### src/rtl/hazard_scoreboard_if.sv
// Decode-stage hazard interface: D-stage instruction descriptor in, stall/forward/busy out.
// master = pipeline control driving D-stage info; slave = hazard_scoreboard.
// Ports: d_valid, d_rs_addr/d_rs_tuse, d_rt_addr/d_rt_tuse, d_wa, d_regwrite, d_tnew,
//        d_md_start, d_md_div, d_md_access, flush  ->  stall, rs_fwd_sel, rt_fwd_sel, md_busy
interface hazard_scoreboard_if #(
  parameter int unsigned TW = 3,
  parameter int unsigned SW = 2
);
  logic          d_valid;
  logic [4:0]    d_rs_addr;
  logic [TW-1:0] d_rs_tuse;
  logic [4:0]    d_rt_addr;
  logic [TW-1:0] d_rt_tuse;
  logic [4:0]    d_wa;
  logic          d_regwrite;
  logic [TW-1:0] d_tnew;
  logic          d_md_start;
  logic          d_md_div;
  logic          d_md_access;
  logic          flush;
  logic          stall;
  logic [SW-1:0] rs_fwd_sel;
  logic [SW-1:0] rt_fwd_sel;
  logic          md_busy;

  modport master (
    output d_valid, d_rs_addr, d_rs_tuse, d_rt_addr, d_rt_tuse, d_wa, d_regwrite,
           d_tnew, d_md_start, d_md_div, d_md_access, flush,
    input  stall, rs_fwd_sel, rt_fwd_sel, md_busy
  );

  modport slave (
    input  d_valid, d_rs_addr, d_rs_tuse, d_rt_addr, d_rt_tuse, d_wa, d_regwrite,
           d_tnew, d_md_start, d_md_div, d_md_access, flush,
    output stall, rs_fwd_sel, rt_fwd_sel, md_busy
  );
endinterface

### src/rtl/hazard_scoreboard.sv
// Tnew/Tuse hazard scoreboard for a classic in-order pipeline.
// Tracks STAGES in-flight writers after D (1=E, 2=M, 3=W), stalls D when an operand
// will not be ready by its Tuse, selects the youngest forwarding source, and tracks
// the multi-cycle mult/div unit occupancy.
// Ports: clk, reset (sync, active-high), hs (hazard_scoreboard_if.slave).
// stall and *_fwd_sel are combinational from D inputs and tracked state; md_busy is a flop.
module hazard_scoreboard #(
  parameter int unsigned STAGES     = 3,
  parameter int unsigned TW         = 3,
  parameter int unsigned MUL_CYCLES = 5,
  parameter int unsigned DIV_CYCLES = 10
) (
  input  logic                  clk,
  input  logic                  reset,
  hazard_scoreboard_if.slave    hs
);

  localparam int unsigned SW     = $clog2(STAGES + 1);
  localparam int unsigned MD_MAX = (MUL_CYCLES > DIV_CYCLES) ? MUL_CYCLES : DIV_CYCLES;
  localparam int unsigned CW     = $clog2(MD_MAX + 1);

  // Per-stage writer tracking; index k models stage k after D.
  logic [STAGES:1] ent_valid;
  logic [4:0]      ent_wa   [1:STAGES];
  logic [TW-1:0]   ent_tnew [1:STAGES];

  logic [CW-1:0]   md_cnt;
  logic [CW-1:0]   md_cnt_nxt;
  logic            md_busy_q;

  logic            rs_hit, rt_hit;
  logic [SW-1:0]   rs_k, rt_k;
  logic [TW-1:0]   rs_tnew, rt_tnew;
  logic            rs_haz, rt_haz, md_haz;
  logic            stall_c;
  logic            md_accept;

  function automatic logic [TW-1:0] sat_dec(input logic [TW-1:0] t);
    return (t == '0) ? '0 : t - TW'(1);
  endfunction

  // Youngest matching writer per source: scan oldest to youngest, last hit wins.
  always_comb begin
    rs_hit  = 1'b0;
    rs_k    = '0;
    rs_tnew = '0;
    rt_hit  = 1'b0;
    rt_k    = '0;
    rt_tnew = '0;
    for (int k = int'(STAGES); k >= 1; k--) begin
      if (ent_valid[k] && (hs.d_rs_addr != 5'd0) && (ent_wa[k] == hs.d_rs_addr)) begin
        rs_hit  = 1'b1;
        rs_k    = SW'(k);
        rs_tnew = ent_tnew[k];
      end
      if (ent_valid[k] && (hs.d_rt_addr != 5'd0) && (ent_wa[k] == hs.d_rt_addr)) begin
        rt_hit  = 1'b1;
        rt_k    = SW'(k);
        rt_tnew = ent_tnew[k];
      end
    end
  end

  // Hazard detection and forwarding select.
  always_comb begin
    rs_haz  = hs.d_valid && rs_hit && (rs_tnew > hs.d_rs_tuse);
    rt_haz  = hs.d_valid && rt_hit && (rt_tnew > hs.d_rt_tuse);
    md_haz  = hs.d_valid && (hs.d_md_start || hs.d_md_access) && md_busy_q;
    stall_c = rs_haz || rt_haz || md_haz;

    hs.stall      = stall_c;
    hs.rs_fwd_sel = (hs.d_valid && rs_hit && (rs_tnew == '0)) ? rs_k : '0;
    hs.rt_fwd_sel = (hs.d_valid && rt_hit && (rt_tnew == '0)) ? rt_k : '0;
    hs.md_busy    = md_busy_q;
  end

  // Mult/div occupancy counter; a flushed or stalled start is not accepted.
  always_comb begin
    md_accept  = hs.d_valid && hs.d_md_start && !stall_c && !hs.flush;
    md_cnt_nxt = md_cnt;
    if (md_accept) begin
      md_cnt_nxt = hs.d_md_div ? CW'(DIV_CYCLES) : CW'(MUL_CYCLES);
    end else if (md_cnt != '0) begin
      md_cnt_nxt = md_cnt - CW'(1);
    end
  end

  // Pipeline shift of tracked writers; stall or flush inserts a single bubble into E.
  always_ff @(posedge clk) begin
    if (reset) begin
      ent_valid <= '0;
      for (int k = 1; k <= int'(STAGES); k++) begin
        ent_wa[k]   <= '0;
        ent_tnew[k] <= '0;
      end
      md_cnt    <= '0;
      md_busy_q <= 1'b0;
    end else begin
      for (int k = int'(STAGES); k >= 2; k--) begin
        ent_valid[k] <= ent_valid[k-1];
        ent_wa[k]    <= ent_wa[k-1];
        ent_tnew[k]  <= sat_dec(ent_tnew[k-1]);
      end
      if (!stall_c && !hs.flush) begin
        ent_valid[1] <= hs.d_valid && hs.d_regwrite;
        ent_wa[1]    <= hs.d_wa;
        ent_tnew[1]  <= hs.d_tnew;
      end else begin
        ent_valid[1] <= 1'b0;
        ent_wa[1]    <= '0;
        ent_tnew[1]  <= '0;
      end
      md_cnt    <= md_cnt_nxt;
      md_busy_q <= (md_cnt_nxt != '0);
    end
  end

endmodule
### src/flat_wrapper.sv
// flat-port wrapper written by rule: the top's interface ports become plain ports
module hazard_scoreboard_flat 
#(
  parameter int unsigned STAGES     = 3,
  parameter int unsigned TW         = 3,
  parameter int unsigned MUL_CYCLES = 5,
  parameter int unsigned DIV_CYCLES = 10
)
  (clk, reset, hs_d_valid, hs_d_rs_addr, hs_d_rs_tuse, hs_d_rt_addr, hs_d_rt_tuse, hs_d_wa, hs_d_regwrite, hs_d_tnew, hs_d_md_start, hs_d_md_div, hs_d_md_access, hs_flush, hs_stall, hs_rs_fwd_sel, hs_rt_fwd_sel, hs_md_busy);
  hazard_scoreboard_if #(.TW(TW)) hs_i ();
  input  logic clk;
  input  logic reset;
  input wire logic [$bits(hs_i.d_valid)-1:0] hs_d_valid;
  input wire logic [$bits(hs_i.d_rs_addr)-1:0] hs_d_rs_addr;
  input wire logic [$bits(hs_i.d_rs_tuse)-1:0] hs_d_rs_tuse;
  input wire logic [$bits(hs_i.d_rt_addr)-1:0] hs_d_rt_addr;
  input wire logic [$bits(hs_i.d_rt_tuse)-1:0] hs_d_rt_tuse;
  input wire logic [$bits(hs_i.d_wa)-1:0] hs_d_wa;
  input wire logic [$bits(hs_i.d_regwrite)-1:0] hs_d_regwrite;
  input wire logic [$bits(hs_i.d_tnew)-1:0] hs_d_tnew;
  input wire logic [$bits(hs_i.d_md_start)-1:0] hs_d_md_start;
  input wire logic [$bits(hs_i.d_md_div)-1:0] hs_d_md_div;
  input wire logic [$bits(hs_i.d_md_access)-1:0] hs_d_md_access;
  input wire logic [$bits(hs_i.flush)-1:0] hs_flush;
  output wire logic [$bits(hs_i.stall)-1:0] hs_stall;
  output wire logic [$bits(hs_i.rs_fwd_sel)-1:0] hs_rs_fwd_sel;
  output wire logic [$bits(hs_i.rt_fwd_sel)-1:0] hs_rt_fwd_sel;
  output wire logic [$bits(hs_i.md_busy)-1:0] hs_md_busy;
  assign hs_i.d_valid = hs_d_valid;
  assign hs_i.d_rs_addr = hs_d_rs_addr;
  assign hs_i.d_rs_tuse = hs_d_rs_tuse;
  assign hs_i.d_rt_addr = hs_d_rt_addr;
  assign hs_i.d_rt_tuse = hs_d_rt_tuse;
  assign hs_i.d_wa = hs_d_wa;
  assign hs_i.d_regwrite = hs_d_regwrite;
  assign hs_i.d_tnew = hs_d_tnew;
  assign hs_i.d_md_start = hs_d_md_start;
  assign hs_i.d_md_div = hs_d_md_div;
  assign hs_i.d_md_access = hs_d_md_access;
  assign hs_i.flush = hs_flush;
  assign hs_stall = hs_i.stall;
  assign hs_rs_fwd_sel = hs_i.rs_fwd_sel;
  assign hs_rt_fwd_sel = hs_i.rt_fwd_sel;
  assign hs_md_busy = hs_i.md_busy;
  hazard_scoreboard #(.STAGES(STAGES), .TW(TW), .MUL_CYCLES(MUL_CYCLES), .DIV_CYCLES(DIV_CYCLES)) u_core (.clk(clk), .reset(reset), .hs(hs_i));
endmodule
### config.mk
export PLATFORM = sky130hd
export DESIGN_NAME = hazard_scoreboard_flat
export DESIGN_NICKNAME = d
export VERILOG_FILES = /design/src/rtl/hazard_scoreboard_if.sv /design/src/rtl/hazard_scoreboard.sv /design/src/flat_wrapper.sv
export SDC_FILE = /design/constraint.sdc
export NUM_CORES = 1
export LEC_CHECK = 0
export CAP_MARGIN = 0
export CORE_UTILIZATION = 50
export DETAILED_ROUTE_END_ITERATION = 7
export PLACE_DENSITY = 0.76
export RECOVER_POWER = 50
export SYNTH_ARGS = -nofsm -noshare
export SYNTH_HDL_FRONTEND = slang
export SYNTH_SLANG_ARGS = --single-unit
### constraint.sdc
create_clock -name clk -period 5.23 [get_ports clk]
set_input_delay 1.046 -clock clk [delete_from_list [all_inputs] [get_ports clk]]
set_output_delay 1.046 -clock clk [all_outputs]
set_load 0.03 [all_outputs]
## Word-level counts from Yosys, hierarchy flattened

Memory sizes are Yosys's and may differ from the RTL's.
Cells that the tools add are included.

| cells by class | value |
|---|---|
| $add $sub $neg | 3 |
| eq/ne operators | 6 |
| mux-type cells | 42 |
| magnitude comparators | 2 |
| bitwise gates (word level) | 9 |
| reductions and logical operators | 39 |

Operator list:

| operator | number |
|---|---|
| 3-bit two-way mux | 12 |
| 5-bit == test | 6 |
| 1-bit logical AND | 25 |
| 5-bit two-way mux | 4 |
| 2-bit two-way mux | 8 |
| 1-bit two-way mux | 15 |
| 3-bit logical NOT | 4 |
| 4-bit two-way mux | 3 |
| 5-bit nonzero test | 2 |
| 1-bit bitwise OR | 8 |
| 4-bit nonzero test | 2 |
| 3-bit > comparator | 2 |
| 3-bit by 1-bit subtractor with 3-bit output (second input constant) | 2 |
| 4-bit by 1-bit subtractor with 4-bit output (second input constant) | 1 |
| 1-bit logical OR | 3 |
| 1-bit logical NOT | 2 |
| 2-bit OR reduction | 1 |
| 1-bit NOT | 1 |

| word-level totals | value |
|---|---|
| bits in registers | 8 |
| output and inout port bits | 6 |
| word-level logic and storage cells | 107 |
| memories kept | 2 |
| bits of input ports | 32 |
| bits in writable memories | 24 |

Memory list:

| name | depth | width | rd ports | clocked after Yosys merged registers in | wr ports | RTL line | source |
|---|---|---|---|---|---|---|---|
| u_core.ent_wa | 3 | 5 | 3 | 0 | 3 | hazard_scoreboard.sv:24 | `logic [4:0] ent_wa [1:STAGES];` |
| u_core.ent_tnew | 3 | 3 | 3 | 0 | 3 | hazard_scoreboard.sv:25 | `logic [TW-1:0] ent_tnew [1:STAGES];` |

## Logic depth before layout (Yosys ltp)

| depth | value |
|---|---|
| depth after elaboration | 17 |
| mapped depth | 16 |
| gate-level depth less buffers | 15 |

## Worst setup path before layout

Ideal clock, no wire load.

| timing path | value |
|---|---|
| path type | input port to output port |
| start point | in hs_d_rs_addr[1] |
| end point | out hs_rs_fwd_sel[1] |
| buffers on the path | 0 |
| stages on the path | 7 |
| arrival time | 3.401 ns |
| data required time | 4.184 ns |
| setup slack | 0.783 ns |
| cell sequence | or4_1 nor2_2 or4_1 nor2_1 a221oi_1 a21oi_1 nor4b_1 |

| between the ends | value |
|---|---|
| longest elaborated chain between the ends | 9 |

RTL lines:

| what | RTL line | source |
|---|---|---|
| from (decl) | flat_wrapper.sv:14 | `input wire logic [$bits(hs_i.d_rs_addr)-1:0] hs_d_rs_addr;` |
| 5-bit nonzero test | hazard_scoreboard.sv:51 | `if (ent_valid[k] && (hs.d_rs_addr != 5'd0) && (ent_wa[k] == hs.d_rs_addr)) begin` |
| 1-bit logical AND (2 in series) | hazard_scoreboard.sv:51 |  |
| 3-bit two-way mux / 1-bit two-way mux (equally long branches) (3 in series) | hazard_scoreboard.sv:51 |  |
| 3-bit logical NOT / 1-bit logical AND (equally long branches) | hazard_scoreboard.sv:72 | `hs.rs_fwd_sel = (hs.d_valid && rs_hit && (rs_tnew == '0)) ? rs_k : '0;` |
| 1-bit logical AND | hazard_scoreboard.sv:72 |  |
| 2-bit two-way mux * | hazard_scoreboard.sv:72 |  |
| to (decl) | flat_wrapper.sv:26 | `output wire logic [$bits(hs_i.rs_fwd_sel)-1:0] hs_rs_fwd_sel;` |

Mark *: on every way between the ends. The rest lies on a longest branch, timed or not.

## Worst setup path after layout

| timing path | value |
|---|---|
| start point | in hs_d_rt_addr[2] |
| end point | out hs_rt_fwd_sel[1] |

| between the ends | value |
|---|---|
| longest elaborated chain between the ends | 9 |

RTL lines:

| what | RTL line | source |
|---|---|---|
| from (decl) | flat_wrapper.sv:16 | `input wire logic [$bits(hs_i.d_rt_addr)-1:0] hs_d_rt_addr;` |
| 5-bit nonzero test | hazard_scoreboard.sv:56 | `if (ent_valid[k] && (hs.d_rt_addr != 5'd0) && (ent_wa[k] == hs.d_rt_addr)) begin` |
| 1-bit logical AND (2 in series) | hazard_scoreboard.sv:56 |  |
| 3-bit two-way mux / 1-bit two-way mux (equally long branches) (3 in series) | hazard_scoreboard.sv:56 |  |
| 3-bit logical NOT / 1-bit logical AND (equally long branches) | hazard_scoreboard.sv:73 | `hs.rt_fwd_sel = (hs.d_valid && rt_hit && (rt_tnew == '0)) ? rt_k : '0;` |
| 1-bit logical AND | hazard_scoreboard.sv:73 |  |
| 2-bit two-way mux * | hazard_scoreboard.sv:73 |  |
| to (decl) | flat_wrapper.sv:27 | `output wire logic [$bits(hs_i.rt_fwd_sel)-1:0] hs_rt_fwd_sel;` |

Marked as above.

==> flow_summary_export.csv <==
group,metric,value,unit
routing,final_antenna_net_count,0,
routing,first_iter_violations,91,
clocking,tritoncts_num_sinks,32,
place,place_area,0.00247,mm^2
floorplanning,start_util,52.9,%
synth,syn-instance-count,216,
clocking,clkLatencyLatePin,280,ps
floorplanning,fp.dieArea,0.00422,mm^2
synth,netlist.area_leader.share,24.2,%
sta,slew_headroom,43.6,%
cells_and_area,fin_nets,313,
floorplanning,row_cnt,22,
routing,detail_route.drc_violations,0,
synth,synthFlopType,"dfxtp_1",
synth,post_synth_arst_share,0,%
power,worst_voltage_drop_across_the_vdd_grid,0.213,mV
cells_and_area,drive_above_1_share,12.2,%
power,combinationalPowerShare,27.6,%
worst_setup_path,critPathLaunchType,"input pin",
cells_and_area,flow.area_growth_from_synthesis,33.6,%
clocking,postCtsSetupRepairBufs,0,
synth,synth-edff-count,8,
routing,routedWlPerCell,13.4,um
clocking,ctsLongestPathBuffers,2,
synth,netlist_top_cells_area,"dfxtp_1 (24%), edfxtp_1 (12%), xnor2_1 (12%), ha_1 (6.9%), nor2b_1 (4.1%)",
floorplanning,die_h,65.0,um
power,seqPwrFrac,41.3,%
clocking,ctsRootBufferMaster,"clkbuf_8",
floorplanning,coreArea,0.00374,mm^2
worst_setup_path,cpPeakStageDelay,660,ps
global_routing,groute.usage.overall,22.3,%
sta,worstMarginPinSlew,843,ps
power,net-switching-power,0.213,mW
sta,clock_skew,2.71,ps
place,dpl_worst_slack,12.5,ps
power,power_switching_share,28.6,%
run_status,status,"finished clean",
synth,syn-mean-instance-area,9.18,um^2
routing,via_density_per_instance,5.23,
worst_setup_path,path_buf_inv,3,
worst_setup_path,worstPathMaxFanout,4,
cells_and_area,fillCellCount,311,
clocking,cts_inserted_buffers,5,
sta,final_period_minus_worst_setup_slack,5080,ps
sta,fin_ws,149,ps
hold_path,hold_path.class,"register to register",
worst_setup_path,cell_with_the_most_instances_on_the_worst_path,"clkdlybuf4s50_1",
synth,synth_top_area_cell,"dfxtp_1",
power,static-leakage-power,1.09,nW
routing,vias,1667,
floorplanning,boundaryPins,38,
synth,cell_variety_after_synth,47,
cells_and_area,finish.utilization,70.7,%
place,port_buffers,37,
floorplanning,floorplan.die.width,65.0,um
worst_setup_path,worst_setup_path_end_kind,"output port",
cells_and_area,insertedDiodeCount,0,
power,power_frac_clock,31.1,%
clocking,cts_h_tree_lvls,2,
sta,report.final.slew_viol_count,0,
place,placedCellCount,311,
sta,final-setup-viol-count,0,
sta,fmax,197,MHz
worst_setup_path,worstSetupPathType,"input pin to output port",
worst_setup_path,delay_heaviest_family_cp,"simple AND/OR/NAND/NOR gates",
synth,netlist_area_before_placement,0.00198,mm^2
power,powerDensity,281,mW/mm^2
cells_and_area,final-instance-count-excl-fill,319,
worst_setup_path,worstPathCellList,"clkdlybuf4s50_1 > buf_4 > xnor2_1 > nand4_1 > or3_1 > and3_1 > o21ai_1 > nor4bb_2 > and3b_1 > clkdlybuf4s50_1",
synth,synth.top_cells.by_count,"xnor2_1 (27), dfxtp_1 (24), nor2_1 (18)",
cells_and_area,fin_area,0.00265,mm^2
run,cap_violations,0,
sta,timing.final.hold_violations,0,
power,p_int,0.530,mW
clocking,cts_tree,"built",
global_routing,maximum_number_of_pins_on_one_net_before_global_route_repair,22,
place,place_hpwl,3330,um
clocking,clkTransAtPathRegs,70,ps
global_routing,initial_antenna_violation_count,0,
global_routing,grt_pass1_vias,1537,
sta,final_critical_path_share_of_the_clock_period,97.1,%
synth,yosysMostFrequentCell,"xnor2_1",
routing,first_pass_drt_iterations,4,
synth,synth_seq_cells,32,
synth,synth_seq_area_share,36.4,%
global_routing,grt_first_pass_wirelength,7020,um
place,finalWeightedCongestion,0.894,
worst_setup_path,required,4180,ps
global_routing,grt_overflow,0,
routing,routed_wl,4270,um
worst_setup_path,critical_path.slowest_cell,"clkdlybuf4s50_1",
worst_setup_path,crit_arrival,4030,ps
clocking,cts.hold.buffers_added,0,
clocking,post_cts_resize_count,0,
synth,ys_warn_count,0,
-- path summary, 6_finish.rpt --
check	cells past startpoint	startpoint	slack [ps]	endpoint
worst max-delay path	10	hs_d_rt_addr[2]	150	hs_rt_fwd_sel[1]
worst min-delay path	1	u_core.ent_tnew[0][3]	450	u_core.ent_tnew[0][6]
worst max register to register	15	u_core.ent_wa[0][8]	1730	u_core.md_cnt[0]
worst min register to register	1	u_core.ent_tnew[0][3]	450	u_core.ent_tnew[0][6]
-- cell type report --
type | count | area [um^2] | share of cell area (%)
repair buffers | 43 | 420 | 15.9
inverters | 15 | 56.3 | 2.13
clock inverters | 3 | 42.5 | 1.61
flip-flops and latches | 32 | 721 | 27.2
multi-input cells | 173 | 1280 | 48.3
clock buffers | 5 | 68.8 | 2.60
well taps | 48 | 60.1 | 2.27
-- power groups by stage --
stage | combinational, mW | sequential (mW) | clock (mW)
5_1_grt | 0.231 | 0.311 | 0.247
3_3_place_gp | 0.201 | 0.312 | 0
2_1_floorplan | 0.136 | 0.312 | 0
6_report | 0.205 | 0.307 | 0.231
4_1_cts | 0.204 | 0.307 | 0.236
3_5_place_dp | 0.203 | 0.312 | 0
-- state kept, by name, summed over array words and instances (netlist names) --
register	flops
u_core.md_cnt	4
u_core.ent_valid	3
u_core.ent_wa	15
u_core.hs.md_busy	1
u_core.ent_tnew	9
-- cell families (layout without fill, tap and decap cells) --
kind of cell / count (synthesis) / after routing / synth area share (%)
simple gates: 86 / 86 / 25.3
buf+inv: 18 / 66 / 3.47
compound gates: 33 / 33 / 11.6
mux: 4 / 4 / 2.53
other cells: 1 / 8 / 0.189
flops: 32 / 32 / 36.4
xor+xnor: 31 / 31 / 13.7
fa+ha+maj: 11 / 11 / 6.94
-- cells in the final DEF, fill, tap and decap left out, types with 4 or more instances in the layout --
cell | Yosys | final
conb_1 | 1 | 8
nor2_1 | 18 | 17
inv_1 | 15 | 15
xor2_1 | 4 | 4
or3_1 | 5 | 5
xnor2_1 | 27 | 27
nor3_2 | 1 | 4
nand2_1 | 8 | 8
ha_1 | 11 | 11
and2_1 | 9 | 9
nor2b_1 | 13 | 13
clkdlybuf4s50_1 | 0 | 31
dfxtp_1 | 24 | 24
nand4_1 | 6 | 6
a21oi_1 | 12 | 10
buf_4 | 0 | 7
edfxtp_1 | 8 | 8
clkbuf_8 | 0 | 5
-- stage by stage --
step | power (mW) | TNS [ps] | hold slack [ps]
2_1_floorplan | 0.449 | 0 | 409
3_3_place_gp | 0.513 | 0 | 422
3_5_place_dp | 0.515 | 0 | 442
4_1_cts | 0.747 | 0 | 455
5_1_grt | 0.789 | -5.80 | 478
6_report | 0.743 | 0 | 453
-- metal layers --
metal  up-vias  wire length (um)  GRT usage [%]
li1        848                 -              -
met5         -                 0              0
met3         8               188           5.81
met2        48              1990           35.8
met4         0                60           8.06
met1       763              2030           28.4
(Power assumes the default switching activity.)
